--- config.mk ---
export PLATFORM = sky130hd
export DESIGN_NAME = writeback_stage
export DESIGN_NICKNAME = d
export VERILOG_FILES = /design/src/rtl/writeback_stage.sv
export SDC_FILE = /design/constraint.sdc
export NUM_CORES = 1
export LEC_CHECK = 0
export ABC_AREA = 1
export CORE_AREA = 5 5 90 126
export DETAILED_ROUTE_END_ITERATION = 8
export DIE_AREA = 0 0 95 131
export DONT_BUFFER_PORTS = 1
export PLACE_DENSITY_LB_ADDON = 0.3
export SLEW_MARGIN = 20
export SYNTH_ARGS = -nofsm -noshare
export SYNTH_HDL_FRONTEND = slang
export SYNTH_SLANG_ARGS = --single-unit
--- constraint.sdc ---
create_clock -name clk -period 1.7 [get_ports clk]
set_input_delay 0.17 -clock clk [delete_from_list [all_inputs] [get_ports clk]]
set_output_delay 0.17 -clock clk [all_outputs]
set_load 0.03 [all_outputs]
--- src/rtl/writeback_stage.sv ---
// writeback_stage: retires instructions from the memory stage and drives one registered register-file write per instruction
// Ports: clk, rst (async, active-low); i_valid/o_ready/o_stall handshake with the memory stage;
//        i_wback/i_wreg/i_result/i_load/i_funct3 describe the retiring instruction;
//        i_mem_rvalid/i_mem_rdata return load data; o_wback/o_wreg/o_wdata drive the register file;
//        o_retired counts retired instructions.
module writeback_stage #(
    parameter int XLEN     = 32,
    parameter int REG_W    = 5,
    parameter int RETIRE_W = 32
) (
    input  logic                clk,
    input  logic                rst,
    input  logic                i_valid,
    output logic                o_ready,
    input  logic                i_wback,
    input  logic [REG_W-1:0]    i_wreg,
    input  logic [XLEN-1:0]     i_result,
    input  logic                i_load,
    input  logic [2:0]          i_funct3,
    input  logic                i_mem_rvalid,
    input  logic [XLEN-1:0]     i_mem_rdata,
    output logic                o_wback,
    output logic [REG_W-1:0]    o_wreg,
    output logic [XLEN-1:0]     o_wdata,
    output logic                o_stall,
    output logic [RETIRE_W-1:0] o_retired
);
    typedef enum logic {IDLE, WAIT_MEM} state_t;
    state_t              state, state_n;
    logic                ld_wback, ld_wback_n;
    logic [REG_W-1:0]    ld_wreg, ld_wreg_n;
    logic [2:0]          ld_funct3, ld_funct3_n;
    logic [1:0]          ld_off, ld_off_n;
    logic                wback_n;
    logic [REG_W-1:0]    wreg_n;
    logic [XLEN-1:0]     wdata_n;
    logic [RETIRE_W-1:0] retired_n;
    logic [7:0]          lb;
    logic [15:0]         lh;
    logic                ld_ok;
    logic [XLEN-1:0]     ld_data;
    assign o_ready = (state == IDLE);
    assign o_stall = ~o_ready;
    assign lb      = i_mem_rdata[{ld_off, 3'b000} +: 8];
    // halfword lane picks on off[1] only; misaligned halves are not trapped
    assign lh      = ld_off[1] ? i_mem_rdata[31:16] : i_mem_rdata[15:0];
    // funct3 3, 6 and 7 are not loads this stage understands
    assign ld_ok   = (ld_funct3[1:0] != 2'b11) && !(ld_funct3[2] && ld_funct3[1]);
    // funct3[2] selects zero-extension, funct3[1] word, funct3[0] half
    assign ld_data = !ld_ok        ? '0 :
                     ld_funct3[1]  ? i_mem_rdata :
                     ld_funct3[0]  ? {{(XLEN-16){lh[15] & ~ld_funct3[2]}}, lh} :
                                     {{(XLEN-8){lb[7] & ~ld_funct3[2]}}, lb};
    always_comb begin
        state_n     = state;
        ld_wback_n  = ld_wback;
        ld_wreg_n   = ld_wreg;
        ld_funct3_n = ld_funct3;
        ld_off_n    = ld_off;
        wback_n     = 1'b0;
        wreg_n      = o_wreg;
        wdata_n     = o_wdata;
        retired_n   = o_retired;
        if (state == IDLE && i_valid) begin
            if (i_load) begin
                ld_wback_n  = i_wback;
                ld_wreg_n   = i_wreg;
                ld_funct3_n = i_funct3;
                ld_off_n    = i_result[1:0];
                state_n     = WAIT_MEM;
            end else begin
                wback_n   = i_wback && (i_wreg != '0);
                wreg_n    = i_wreg;
                wdata_n   = i_result;
                retired_n = o_retired + 1'b1;
            end
        end else if (state == WAIT_MEM && i_mem_rvalid) begin
            wback_n   = ld_wback && ld_ok && (ld_wreg != '0);
            wreg_n    = ld_wreg;
            wdata_n   = ld_data;
            retired_n = o_retired + 1'b1;
            state_n   = IDLE;
        end
    end
    always_ff @(posedge clk or negedge rst) begin
        if (!rst) begin
            state     <= IDLE;
            ld_wback  <= 1'b0;
            ld_wreg   <= '0;
            ld_funct3 <= '0;
            ld_off    <= '0;
            o_wback   <= 1'b0;
            o_wreg    <= '0;
            o_wdata   <= '0;
            o_retired <= '0;
        end else begin
            state     <= state_n;
            ld_wback  <= ld_wback_n;
            ld_wreg   <= ld_wreg_n;
            ld_funct3 <= ld_funct3_n;
            ld_off    <= ld_off_n;
            o_wback   <= wback_n;
            o_wreg    <= wreg_n;
            o_wdata   <= wdata_n;
            o_retired <= retired_n;
        end
    end
endmodule

# After elaboration in Yosys (flattened, before gate mapping)
# Index checks and enable logic that the tools add are counted.
[word_totals] reg_bits=82 out_inout_bits=72
[classes] bitwise=4 add_sub_neg=1 mux=19 n_eq_ne=3 n_reduce_logical=14 n_shift=1
[op_table] operator="$mux 32" n=9
[op_table] operator="$add 32x1->32 const B" n=1
[op_table] operator="$shiftx 32x6->8" n=1
[op_table] operator="$mux 16" n=1
[op_table] operator="$mux 5" n=3
[op_table] operator="$reduce_bool 5->1" n=2
[op_table] operator="$logic_and 1x1->1" n=7
[op_table] operator="$mux 1" n=6
[op_table] operator="$ne 2x2->1 const B" n=3
[op_table] operator="$reduce_and 2->1" n=3
[op_table] operator="$and 1x1->1" n=2
[op_table] operator="$not 1->1" n=2
[op_table] operator="$reduce_bool 2->1" n=1
[op_table] operator="$logic_not 1->1" n=1

# Logic depth before layout (Yosys ltp)
[logic_depth] depth_word=7 mapped_depth=10 ltp_nobuf=10

# Least setup slack after synthesis
# No wires, ideal clock.
[synth_path] kind="reg2reg" startpoint="register o_retired[0]" endpoint="register o_retired[24]" setup_time_ns=0.118 slack_ns=0.017 path_stages_with_launch=9 required_time_ns=1.582 period_less_slack_ns=1.683 t_arrival_ns=1.565 path_buffers=0 cell_sequence="dfrtp_1 -> ha_1 -> inv_1 -> nor2_1 -> nand4_1 -> nor2_1 -> nand2_1 -> nand2_1 -> nand2_1"
[synth_between] elab_chain_cells=3 word_cells_on_any_way=4 cone_classes="add/sub: 1; mux: 3"
[synth_lines] element="start: declaration" line="26" text="output logic [RETIRE_W-1:0] o_retired"
[synth_lines] element="start signal: assignment" line="105" text="o_retired <= retired_n;"
[synth_lines] element="$add 32x1->32 *" line="75, 81"
[synth_lines] element="$mux 32 (on tied branches)" line="77, 65"
[synth_lines] element="$mux 32 *" line="64" text="if (state == IDLE && i_valid) begin"
# Every way passes the cells marked *; elsewhere a longest branch is shown, timed or not. The select of a mux whose other input is x is not followed.
# A chain may end at the register's enable or synchronous reset.

# Worst setup path in the final report
[layout_path] startpoint="register state, in the netlist o_stall" endpoint="register o_retired[18]"
[layout_between] elab_chain_cells=4 word_cells_on_any_way=7 cone_classes="eq/ne: 1; mux: 1; bitwise: 1; reduce/logical: 4"
[layout_lines] element="start: declaration" line="29" text="state_t state, state_n;"
[layout_lines] element="start signal: assignment" line="97" text="state <= state_n;"
[layout_lines] element="$not 1->1" line="64"
[layout_lines] element="$logic_and 1x1->1" line="64"
[layout_lines] element="$ne 2x2->1 (no line) or $reduce_bool 2->1 (tied branches)"
[layout_lines] element="$reduce_and 2->1 (no line)"
# Parallel ways exist; a longest one is shown, timed or not.

==> impl_results.md <==
* Static Leak at 0.00271 µW
* FF/Latch Area at 2050 µm²
* Area leader, netlist: dfrtp_1
* Routed Antenna Nets at 0
* Peak supply drop at 0.000658 V
* CP delay by family, top: simple AND/OR/NAND/NOR gates
* Area of the multi-input gates at 2610 µm²
* Setup violators final at 0
* Routed vias at 4838
* Sequential area share after synthesis at 0.417
* Final Max Tran Viols at 0
* Clock latency on the worst-skew pair at 0.33 ns
* Max Buffers Root-to-Sink at 2
* Post-synth top area share at 0.417
* Final Hold Fails at 82
* Cell Area, Synth at 4930 µm²
* Simple-gate portion of the synthesized area at 0.380
* Starting Density at 0.486
* Net Switching at 3260 µW
* Vias/cell at 5.39
* Clk root buf: clkbuf_16
* Layout cells sized above 1 at 0.137
* Tot GR Track Use at 0.249
* Compound-Gate Fraction of Synth Area at 0.105
* Critical-path cell list: buf_4, nand2_1, nand2_4, nand4_1, nor2_1, nand2_1, nand2_1, nand2_1
* Num rows at 44
* Largest family of logic cells by synthesized area: simple AND/OR/NAND/NOR gates
* Sw Share at 0.421
* Failing checks: hold timing
* Setup TNS at 0 ns
* Flops & latches, synth at 82
* Ant diodes at 0
* Synth Area in XOR/XNOR at 0.0267
* Clk_skew at 0.00426 ns
* Worst path most repeated cell: nand2_1
* DRT iter0 DRCs at 233
* Final Cell Area at 5830 µm²
* Adder-cell share of the synthesized area at 0.00254
* Grt ovf at 0
* Mapped Avg Cell Area at 6.94 µm²
* Cell count after synthesis at 710
* Pint at 4490 µW
* Post-DP Area at 5350 µm²
* Clock power frac at 0.258
* Final Cycle Share at 0.962
* Chip Width at 95 µm
* Dominant synthesized flop cell: dfrtp_1
* Total CTS buffers at 9
* Hold Path Class: input pin to asynchronous set/reset pin
* Gate power share at 0.304
* Port bufs at 0
* Final net count at 834
* Fillers at 971
* Synth warn at 0
* Crit path DAT at 1.86 ns
* Number of global-route vias before repair at 4945
* CTS tree: built
* Initial antenna violation count at 0
* Finished Core Util at 0.575
* CP peak stage delay at 0.39 ns
* RSZ-0062 raised after global routing: true
* Crit path kind: flop to flop
* Drt wl/cell at 16.8 µm
* Slowest-stage cell, CP: dfrtp_1
* Maxcap violations at 0
* CP max FO at 5
* I/O pin total at 150
* Clock Pin Slew Worst Setup and Hold Paths at 0.06 ns
* DRC at 0
* P&R area growth vs syn at 18.3%
* Tmin final at 1.64 ns
* Status: finished, violations left
* H-tree levels at 3
* Routability Congestion at 0.961
* Worst hold slack at -0.471 ns
* Mux cell area share after synthesis at 0.0114
* Pwr per Cell Area at 1330 nW/µm²
* Startpoint Class: flop
* Sequential power share at 0.437
* Final WL at 15.1 mm
* R2r startpoint: o_stall$_DFFE_PN0P_
* FMAX at 611 MHz
* Die area at 12400 µm²
* Worst r2r path cells at 8
* CP required at 1.93 ns
* Worst flop-to-flop path endpoint: o_retired[18]$_DFFE_PN0P_
* Die Height at 131 µm
* Largest net degree at the start of global routing at 83
* CP endpoint kind: flop
* Hold_buf cts at 11
* Core area at 10100 µm²
* Bufs and invs on worst path at 1
* Area contributors post-synth: dfrtp_1 (42%), nand2_1 (17%), nor2_1 (12%)
* Clk sinks at 82
* DRT Pass-1 Iters at 5
* R2R setup slack at 0.06 ns
* Post-synth EDFFs at 0
* Syn Nets at 789
* Post-synth ARST share at 1.00
* Hpwl dp at 11.5 mm
* Max-slew headroom at 0.559
* Yosys cell types at 33
* First-pass GRT wire length at 23.8 mm
* Worst slew pin tran at 0.661 ns
==> layout make-up <==
type / instances / area share
clock inverter: 5 / 0.00902
tap: 138 / 0.0296
sequential: 82 / 0.352
timing repair buffer: 63 / 0.0942
inverter: 35 / 0.0234
multi-input combinational: 564 / 0.448
clock buffer: 11 / 0.0434
==> synthesized netlist by cell type (2+ instances only) <==
| library cell | count |
|---|---|
| nand2_1 | 227 |
| nor2_1 | 158 |
| dfrtp_1 | 82 |
| a21oi_1 | 58 |
| nand3_1 | 33 |
| inv_1 | 32 |
| buf_2 | 16 |
| o21ai_0 | 14 |
| a21oi_2 | 10 |
| clkbuf_1 | 10 |
| nand3b_1 | 10 |
| nand4_1 | 10 |
| xor2_1 | 8 |
| xnor2_1 | 7 |
| a31oi_1 | 5 |
| mux2_2 | 5 |
| nand2_2 | 4 |
| buf_6 | 2 |
| inv_2 | 2 |
| nand3_4 | 2 |
| nor2_4 | 2 |
| nor3_1 | 2 |
==> sequential cells by signal (all words and copies together), names as in the netlist <==
signal	cells
o_wreg	5
ld_wback	1
ld_funct3	3
o_stall	1
ld_wreg	5
o_wdata	32
ld_off	2
o_wback	1
o_retired	32
==> per-layer routing <==
metal  share of wire  track usage  vias to the layer above
li1                -            -                     2352
met1            0.34        0.244                     2249
met2            0.51        0.436                      190
met3           0.095       0.0882                       47
met4           0.056        0.165                        0
met5               0            0                        -
==> layout by cell type, fill, tap and decap left out <==
| cell type | instances |
|---|---|
| a21oi_1 | 58 |
| a21oi_2 | 10 |
| a31oi_1 | 5 |
| buf_12 | 3 |
| buf_4 | 47 |
| buf_6 | 1 |
| buf_8 | 1 |
| bufinv_16 | 1 |
| clkbuf_16 | 9 |
| clkbuf_8 | 2 |
| clkinv_2 | 3 |
| clkinv_4 | 1 |
| clkinvlp_4 | 1 |
| dfrtp_1 | 82 |
| dlygate4sd3_1 | 11 |
| ha_1 | 1 |
| inv_1 | 32 |
| inv_2 | 2 |
| mux2_2 | 5 |
| nand2_1 | 226 |
| nand2_2 | 4 |
| nand2_4 | 2 |
| nand3_1 | 33 |
| nand3_2 | 1 |
| nand3_4 | 2 |
| nand3b_1 | 10 |
| nand4_1 | 10 |
| nor2_1 | 154 |
| nor2_2 | 4 |
| nor2_4 | 3 |
| nor3_1 | 2 |
| nor4_1 | 1 |
| o21ai_0 | 14 |
| o21ai_1 | 1 |
| o21ai_2 | 1 |
| o21ai_4 | 1 |
| o22ai_1 | 1 |
| xnor2_1 | 7 |
| xor2_1 | 8 |
==> cells by family after synthesis <==
kind of cell	Yosys count
flops	82
simple gates	452
mux	5
buf+inv	64
compound gates	91
fa+ha+maj	1
xor+xnor	15
==> how the worst max path moves through the flow <==
stage / cells after the start / from / end / slack [ns]
2_1_floorplan: 8 / o_retired[0]$_DFFE_PN0P_ / o_retired[24]$_DFFE_PN0P_ / 0.02
3_3_place_gp: 7 / o_stall$_DFFE_PN0P_ / o_retired[5]$_DFFE_PN0P_ / 0.06
3_5_place_dp: 7 / o_stall$_DFFE_PN0P_ / o_retired[6]$_DFFE_PN0P_ / 0.008
4_1_cts: 6 / ld_funct3[0]$_DFFE_PN0P_ / o_wdata[29]$_DFFE_PN0P_ / 0.003
5_1_grt: 8 / o_stall$_DFFE_PN0P_ / o_retired[18]$_DFFE_PN0P_ / -0.02
6_report: 8 / o_stall$_DFFE_PN0P_ / o_retired[18]$_DFFE_PN0P_ / 0.06
==> power by group through the flow <==
stage | Combinational, µW | Clock [µW] | Sequential [µW]
floorplan | 1380 | 0 | 3580
global placement | 2240 | 0 | 3410
detailed placement | 2290 | 0 | 3420
CTS | 2330 | 2050 | 3390
global route | 2600 | 2130 | 3440
finish | 2360 | 2000 | 3390
==> per-stage QoR <==
stage / power (µW) / std cells / setup slack (ns)
detailed placement: 5710 / 869 / 0.00773
CTS: 7770 / 896 / 0.00256
global route: 8180 / 898 / -0.0222
finish: 7750 / 898 / 0.0639
global placement: 5650 / 869 / 0.0590
floorplan: 4960 / 710 / 0.0168
==> timing repair <==
item                                    CTS  global route
pin swaps                                 0             4
hold endpoints to repair                 95            82
endpoints found under the setup margin    2            35
gates resized for setup                   1             8
setup buffers                             0             2
==> worst reg2reg max path, delay by kind of cell (launching register included) <==
kind / cells / cell delay [ns]
flops: 1 / 0.39
buf+inv: 1 / 0.19
simple gates: 7 / 0.94
Note: power is estimated with default switching activity, not from simulation.
